--- config.mk ---
export PLATFORM = sky130hd
export DESIGN_NAME = bus_interconnect_nxm
export DESIGN_NICKNAME = d
export VERILOG_FILES = /design/src/rtl/bus_pkg.sv /design/src/rtl/bus_interconnect_nxm_rr_arbiter.sv /design/src/rtl/bus_interconnect_nxm.sv
export SDC_FILE = /design/constraint.sdc
export NUM_CORES = 1
export LEC_CHECK = 0
export CAP_MARGIN = 30
export CORE_AREA = 2 2 201 203
export DETAILED_ROUTE_END_ITERATION = 10
export DIE_AREA = 0 0 203 205
export PLACE_DENSITY = 0.4
export SYNTH_ARGS = -nofsm -noshare
export SYNTH_HDL_FRONTEND = slang
export SYNTH_HIERARCHICAL = 1
export SYNTH_SLANG_ARGS = --single-unit
--- constraint.sdc ---
create_clock -name clk -period 3.2 [get_ports clk]
set_input_delay 0.32 -clock clk [delete_from_list [all_inputs] [get_ports clk]]
set_output_delay 0.32 -clock clk [all_outputs]
set_load 0.005 [all_outputs]
--- src/rtl/bus_pkg.sv ---
// Shared types and constants for the N-master / M-slave shared-bus interconnect.
// Holds the transaction FSM encoding, default error read data and index-width helper.
package bus_pkg;

    typedef enum logic [1:0] {
        ST_IDLE = 2'd0,
        ST_BUSY = 2'd1,
        ST_ERR  = 2'd2
    } state_t;

    localparam logic [31:0] DEFAULT_ERROR_RDATA = 32'hDEAD_BEEF;

    // Width of an index into n items; never zero so single-port builds still elaborate.
    function automatic int idx_w(input int n);
        return (n > 1) ? $clog2(n) : 1;
    endfunction

endpackage

--- src/rtl/bus_interconnect_nxm_rr_arbiter.sv ---
// Combinational round-robin picker: first requester at or after i_ptr, cyclically.
// Zero latency; the caller decides when the grant is taken, so no backpressure here.
module rr_arbiter #(
    parameter int N  = 2,
    parameter int IW = 1
) (
    input  logic [N-1:0]  i_req,
    input  logic [IW-1:0] i_ptr,
    output logic [N-1:0]  o_gnt,
    output logic [IW-1:0] o_gnt_idx,
    output logic          o_gnt_vld
);

    int w_j;

    always_comb begin
        o_gnt     = '0;
        o_gnt_idx = '0;
        o_gnt_vld = 1'b0;
        w_j       = 0;
        for (int k = 0; k < N; k++) begin
            w_j = int'(i_ptr) + k;
            if (w_j >= N) w_j = w_j - N;
            if (!o_gnt_vld && i_req[w_j]) begin
                o_gnt[w_j] = 1'b1;
                o_gnt_idx  = IW'(w_j);
                o_gnt_vld  = 1'b1;
            end
        end
    end

endmodule

--- src/rtl/bus_interconnect_nxm.sv ---
// Shared-bus interconnect: round-robin arbitration, base/mask decode, decode-error and timeout responses.
// Grant registered one cycle after request; slave s_ready passes straight back, a stuck slave is cut off after TIMEOUT_CYCLES.
module bus_interconnect_nxm
    import bus_pkg::*;
#(
    parameter int                          NUM_MASTERS    = 2,
    parameter int                          NUM_SLAVES     = 3,
    parameter logic [NUM_SLAVES*32-1:0]    SLAVE_BASE     = {32'h4000_1000, 32'h4000_0000, 32'h0000_0000},
    parameter logic [NUM_SLAVES*32-1:0]    SLAVE_MASK     = {32'hFFFF_F000, 32'hFFFF_F000, 32'hC000_0000},
    parameter int                          TIMEOUT_CYCLES = 16,
    parameter logic [31:0]                 ERROR_RDATA    = DEFAULT_ERROR_RDATA
) (
    input  logic                        clk,
    input  logic                        rst_n,
    input  logic [NUM_MASTERS*32-1:0]   m_addr,
    input  logic [NUM_MASTERS*32-1:0]   m_wdata,
    input  logic [NUM_MASTERS*4-1:0]    m_wstrb,
    input  logic [NUM_MASTERS-1:0]      m_write,
    input  logic [NUM_MASTERS-1:0]      m_enable,
    output logic [NUM_MASTERS*32-1:0]   m_rdata,
    output logic [NUM_MASTERS-1:0]      m_ready,
    output logic [NUM_MASTERS-1:0]      m_error,
    output logic [NUM_SLAVES*32-1:0]    s_addr,
    output logic [NUM_SLAVES*32-1:0]    s_wdata,
    output logic [NUM_SLAVES*4-1:0]     s_wstrb,
    output logic [NUM_SLAVES-1:0]       s_write,
    output logic [NUM_SLAVES-1:0]       s_enable,
    input  logic [NUM_SLAVES*32-1:0]    s_rdata,
    input  logic [NUM_SLAVES-1:0]       s_ready
);

    localparam int MW = idx_w(NUM_MASTERS);
    localparam int SW = idx_w(NUM_SLAVES);
    localparam int CW = idx_w(TIMEOUT_CYCLES);

    state_t          r_state;
    logic [MW-1:0]   r_rr_ptr;
    logic [MW-1:0]   r_grant;
    logic [SW-1:0]   r_sel;
    logic [CW-1:0]   r_cnt;

    logic [NUM_MASTERS-1:0] w_arb_gnt;
    logic [MW-1:0]          w_arb_idx;
    logic                   w_arb_vld;
    logic [31:0]            w_m_addr  [NUM_MASTERS];
    logic [31:0]            w_m_wdata [NUM_MASTERS];
    logic [3:0]             w_m_wstrb [NUM_MASTERS];
    logic [31:0]            w_s_rdata [NUM_SLAVES];
    logic [31:0]            w_req_addr;
    logic [SW-1:0]          w_dec_idx;
    logic                   w_dec_hit;
    logic [MW-1:0]          w_next_ptr;

    always_comb begin
        for (int j = 0; j < NUM_MASTERS; j++) begin
            w_m_addr[j]  = m_addr[j*32 +: 32];
            w_m_wdata[j] = m_wdata[j*32 +: 32];
            w_m_wstrb[j] = m_wstrb[j*4 +: 4];
        end
        for (int i = 0; i < NUM_SLAVES; i++) begin
            w_s_rdata[i] = s_rdata[i*32 +: 32];
        end
    end

    rr_arbiter #(
        .N  (NUM_MASTERS),
        .IW (MW)
    ) u_arb (
        .i_req     (m_enable),
        .i_ptr     (r_rr_ptr),
        .o_gnt     (w_arb_gnt),
        .o_gnt_idx (w_arb_idx),
        .o_gnt_vld (w_arb_vld)
    );

    // Descending scan so the lowest-numbered matching slave is the one left standing.
    always_comb begin
        w_req_addr = '0;
        for (int j = 0; j < NUM_MASTERS; j++) begin
            if (w_arb_gnt[j]) w_req_addr = w_req_addr | w_m_addr[j];
        end
        w_dec_hit = 1'b0;
        w_dec_idx = '0;
        for (int i = NUM_SLAVES - 1; i >= 0; i--) begin
            if ((w_req_addr & SLAVE_MASK[i*32 +: 32]) == SLAVE_BASE[i*32 +: 32]) begin
                w_dec_hit = 1'b1;
                w_dec_idx = SW'(i);
            end
        end
    end

    assign w_next_ptr = (r_grant == MW'(NUM_MASTERS - 1)) ? '0 : r_grant + 1'b1;

    always_ff @(posedge clk or negedge rst_n) begin
        if (!rst_n) begin
            r_state  <= ST_IDLE;
            r_rr_ptr <= '0;
            r_grant  <= '0;
            r_sel    <= '0;
            r_cnt    <= '0;
        end else begin
            case (r_state)
                ST_IDLE: begin
                    r_cnt <= '0;
                    if (w_arb_vld) begin
                        r_grant <= w_arb_idx;
                        r_sel   <= w_dec_idx;
                        r_state <= w_dec_hit ? ST_BUSY : ST_ERR;
                    end
                end
                ST_BUSY: begin
                    // An abandoned request still consumes its turn so the pointer keeps moving.
                    if (!m_enable[r_grant] || s_ready[r_sel]) begin
                        r_state  <= ST_IDLE;
                        r_rr_ptr <= w_next_ptr;
                        r_cnt    <= '0;
                    end else if (r_cnt == CW'(TIMEOUT_CYCLES - 1)) begin
                        r_state <= ST_ERR;
                        r_cnt   <= '0;
                    end else begin
                        r_cnt <= r_cnt + 1'b1;
                    end
                end
                ST_ERR: begin
                    r_state  <= ST_IDLE;
                    r_rr_ptr <= w_next_ptr;
                    r_cnt    <= '0;
                end
                default: begin
                    r_state <= ST_IDLE;
                    r_cnt   <= '0;
                end
            endcase
        end
    end

    always_comb begin
        m_rdata  = '0;
        m_ready  = '0;
        m_error  = '0;
        s_addr   = '0;
        s_wdata  = '0;
        s_wstrb  = '0;
        s_write  = '0;
        s_enable = '0;
        if (r_state == ST_BUSY) begin
            for (int i = 0; i < NUM_SLAVES; i++) begin
                s_addr[i*32 +: 32]  = w_m_addr[r_grant];
                s_wdata[i*32 +: 32] = w_m_wdata[r_grant];
                s_wstrb[i*4 +: 4]   = w_m_wstrb[r_grant];
                s_write[i]          = m_write[r_grant];
                s_enable[i]         = (SW'(i) == r_sel) && m_enable[r_grant];
            end
            for (int j = 0; j < NUM_MASTERS; j++) begin
                if (MW'(j) == r_grant) begin
                    m_ready[j]          = m_enable[r_grant] & s_ready[r_sel];
                    m_rdata[j*32 +: 32] = w_s_rdata[r_sel];
                end
            end
        end else if (r_state == ST_ERR) begin
            for (int j = 0; j < NUM_MASTERS; j++) begin
                if (MW'(j) == r_grant) begin
                    m_ready[j]          = 1'b1;
                    m_error[j]          = 1'b1;
                    m_rdata[j*32 +: 32] = ERROR_RDATA;
                end
            end
        end
    end

endmodule
==> impl_metrics.yaml <==
status:
  status: "complete, no violations"
logic_synthesis:
  syn_nets: 734
  synth_area_per_cell_um2: 7.11
  synth_cells: 492
  seq_area_frac_synth_pct: 7.16
  synth-seq-cells: 10
  yosysUniqueCellTypes: 39
  synth-simple-area-share_pct: 12.1
  synth_top_cell_by_area: "buf_4"
  synth_top_cell_area_share_pct: 30.3
  netlist_area_mm2: 0.00350
  synth_top_family_by_area: "buffers and inverters"
  synth-compound-area-share_pct: 33.1
  synth.area.top_cells: "buf_4 (30%), a22o_1 (17%), mux2i_1 (9.7%)"
  yosysWarnings: 6
  yosys.area_share.xor_xnor_pct: 0.501
  synthMuxAreaShare_pct: 10.4
  synthAdderAreaFrac_pct: 0.358
detailed_routing:
  drc: 0
  wl_per_cell_um: 18.5
  avgViaCountPerCell: 3.61
  first_pass_iters: 4
  dr_total_vias: 5009
  ant_nets: 0
  drt-initial-drc-count: 184
  drt_wl_total_mm: 25.7
clock_network:
  clock_path_buffers: 2
  cts_hold_buf: 0
  numCtsBuffers: 3
  post_cts_buffers: 0
  cts_root_buffer: "clkbuf_16"
  cts_tree: "yes"
  numClockSinks: 10
  clkTransAtPathRegs_ps: 40
  htree_levels: 1
  cts_resized: 0
  insertion_delay_ps: 230
setup_path:
  max_stage_delay_ps: 580
  endpoint_kind: "output port"
  crit_type: "reg -> out"
  start_kind: "flip-flop"
  crit_slowest_cell: "and2_2"
  required_ps: 2880
  path_max_fanout: 21
  cp_data_arrival_time_ps: 2580
  cp_cell_sequence: "nor2b_1 > and2_2 > buf_4 > a22o_1 > clkdlybuf4s50_1"
grt:
  grt_usage_pct: 11.3
  grt_max_degree: 70
  grt_pass1_wl_mm: 34.8
  antenna_found_initial: 1
  grt_overflow: 0
  grt_pass1_vias: 5140
floorplanning:
  dieArea_mm2: 0.0416
  core_mm2: 0.0394
  chipHeight_um: 205
  dieWidth_um: 203
  initial_core_util_pct: 8.88
  ios: 519
  fp-row-count: 73
layout:
  nNetsFinal: 1105
  final_cell_mix: "clkdlybuf4s50_1 (518), a22o_1 (69), nor2_1 (53), o21ai_0 (53)"
  nFillCells: 4354
  postLayoutCellArea_mm2: 0.00842
  layout-drive-gt1-share_pct: 4.87
  final_common_cell: "clkdlybuf4s50_1"
  antennaDiodeCount: 0
  utilization_pct: 21.4
  areaGrowthSynthToFinish_pct: 141
placed_design:
  post-place-ws_ps: 501
  routabilityCongestion: 0.815
  placed_area_mm2: 0.00833
  numPortBuffers: 518
  place_hpwl_mm: 22.2
sta:
  min_period_ps: 2900
  setup_slack_ps: 299
  setup_tns_ps: 0
  max_freq_mhz: 345
  skew_ps: 2.73
  hold_slack_ps: 425
  slew_violations: 0
  hold_violations: 0
  fin_crit_sh_pct: 90.7
  rsz0062_at_grt: "false"
  setup_violations: 0
  tightest_slew_ps: 615
  relSlewSlack_pct: 59.0
pwr:
  p_per_area_mw_per_mm2: 567
  total_leakage_power_nw: 2.95
  peakVddDrop_mv: 0.249
hold_path:
  min_path_type: "in -> async"
run:
  max-cap-violations: 0
through the flow:
stage | cells | power (W)
floorplan | 492 | 0.00220
global placement | 1383 | 0.00464
detailed placement | 1383 | 0.00459
CTS | 1387 | 0.00487
global route | 1387 | 0.00510
finish | 1387 | 0.00477
kinds of logic (layout without fill, tap and decap cells):
kind of cell	Yosys count	count (layout)
multiplexers	36	36
buffers and inverters	183	553
AO/OA/AOI/OAI	169	169
XOR/XNOR	2	2
flip-flops	10	10
adder cells (fa/ha/maj)	1	1
AND/OR/NAND/NOR	91	91
worst max-delay path: cells and delay by family (launching register included):
kind | cells | cell delay, ps
simple gates | 2 | 830
compound gates | 1 | 250
flops | 1 | 400
buf+inv | 2 | 860
metal layers:
| layer | GRT usage, % | vias up | wire (um) |
|---|---|---|---|
| met5 | 0 | - | 16 |
| met4 | 2.55 | 2 | 501 |
| met3 | 3.50 | 16 | 2380 |
| met2 | 21.3 | 317 | 13200 |
| met1 | 12.2 | 2309 | 9610 |
| li1 | - | 2365 | - |
area by class of cell:
| type | instances | area [um^2] | area share, % |
|---|---|---|---|
| Inverter | 5 | 18.8 | 0.223 |
| Clock buffer | 4 | 88.8 | 1.06 |
| Sequential cell | 10 | 251 | 2.99 |
| Timing Repair Buffer | 544 | 5420 | 64.3 |
| Tap cell | 525 | 657 | 7.80 |
| Multi-Input combinational cell | 299 | 1990 | 23.6 |
worst paths after layout:
path	startpoint	endpoint	slack, ps	cells after the start
worst max register to register	r_sel[1]	r_state[0]	1370	6
worst min register to register	r_cnt[0]	r_cnt[0]	460	1
max in group asynchronous	rst_n	r_sel[1]	2420	1
worst max-delay path	r_state[0]	s_wdata[67]	300	5
worst min-delay path	rst_n	r_sel[0]	420	1
min in group clk	r_cnt[0]	r_cnt[0]	460	1
where the power goes:
| group | switching, W | internal (W) | leakage [nW] |
|---|---|---|---|
| Clock | 0.0000602 | 0.000188 | 0.0442 |
| Sequential | 0.0000226 | 0.000155 | 0.131 |
| Combinational | 0.00175 | 0.00260 | 2.77 |
sequential cells by signal (all words and copies together) (netlist names):
name and flops:
r_rr_ptr 1, r_sel 2, r_cnt 4, r_state 2, r_grant 1
synthesized netlist by cell type:
cell	count
xor2_1	1
nand4_2	2
o21ai_0	53
ha_1	1
nand2_1	10
o31ai_1	1
a21boi_1	1
mux2_2	2
clkbuf_1	12
nor4_1	5
o41ai_2	1
buf_6	5
nand2b_1	3
a21oi_1	34
o2bb2ai_1	1
or2_1	1
a2bb2oi_2	1
o31ai_2	1
nor2_1	53
nand3_1	5
nor4_2	1
inv_1	5
nor3b_1	1
and2_1	1
mux2i_1	34
a21boi_0	3
nor3_1	2
a22oi_1	2
dfrtp_1	10
buf_2	15
nand4_1	2
buf_1	5
o22a_1	1
a22o_1	69
buf_4	141
xnor2_1	1
nor2b_1	4
and3_1	1
o21ai_1	1
No activity file was read; power rests on OpenSTA's default activity.
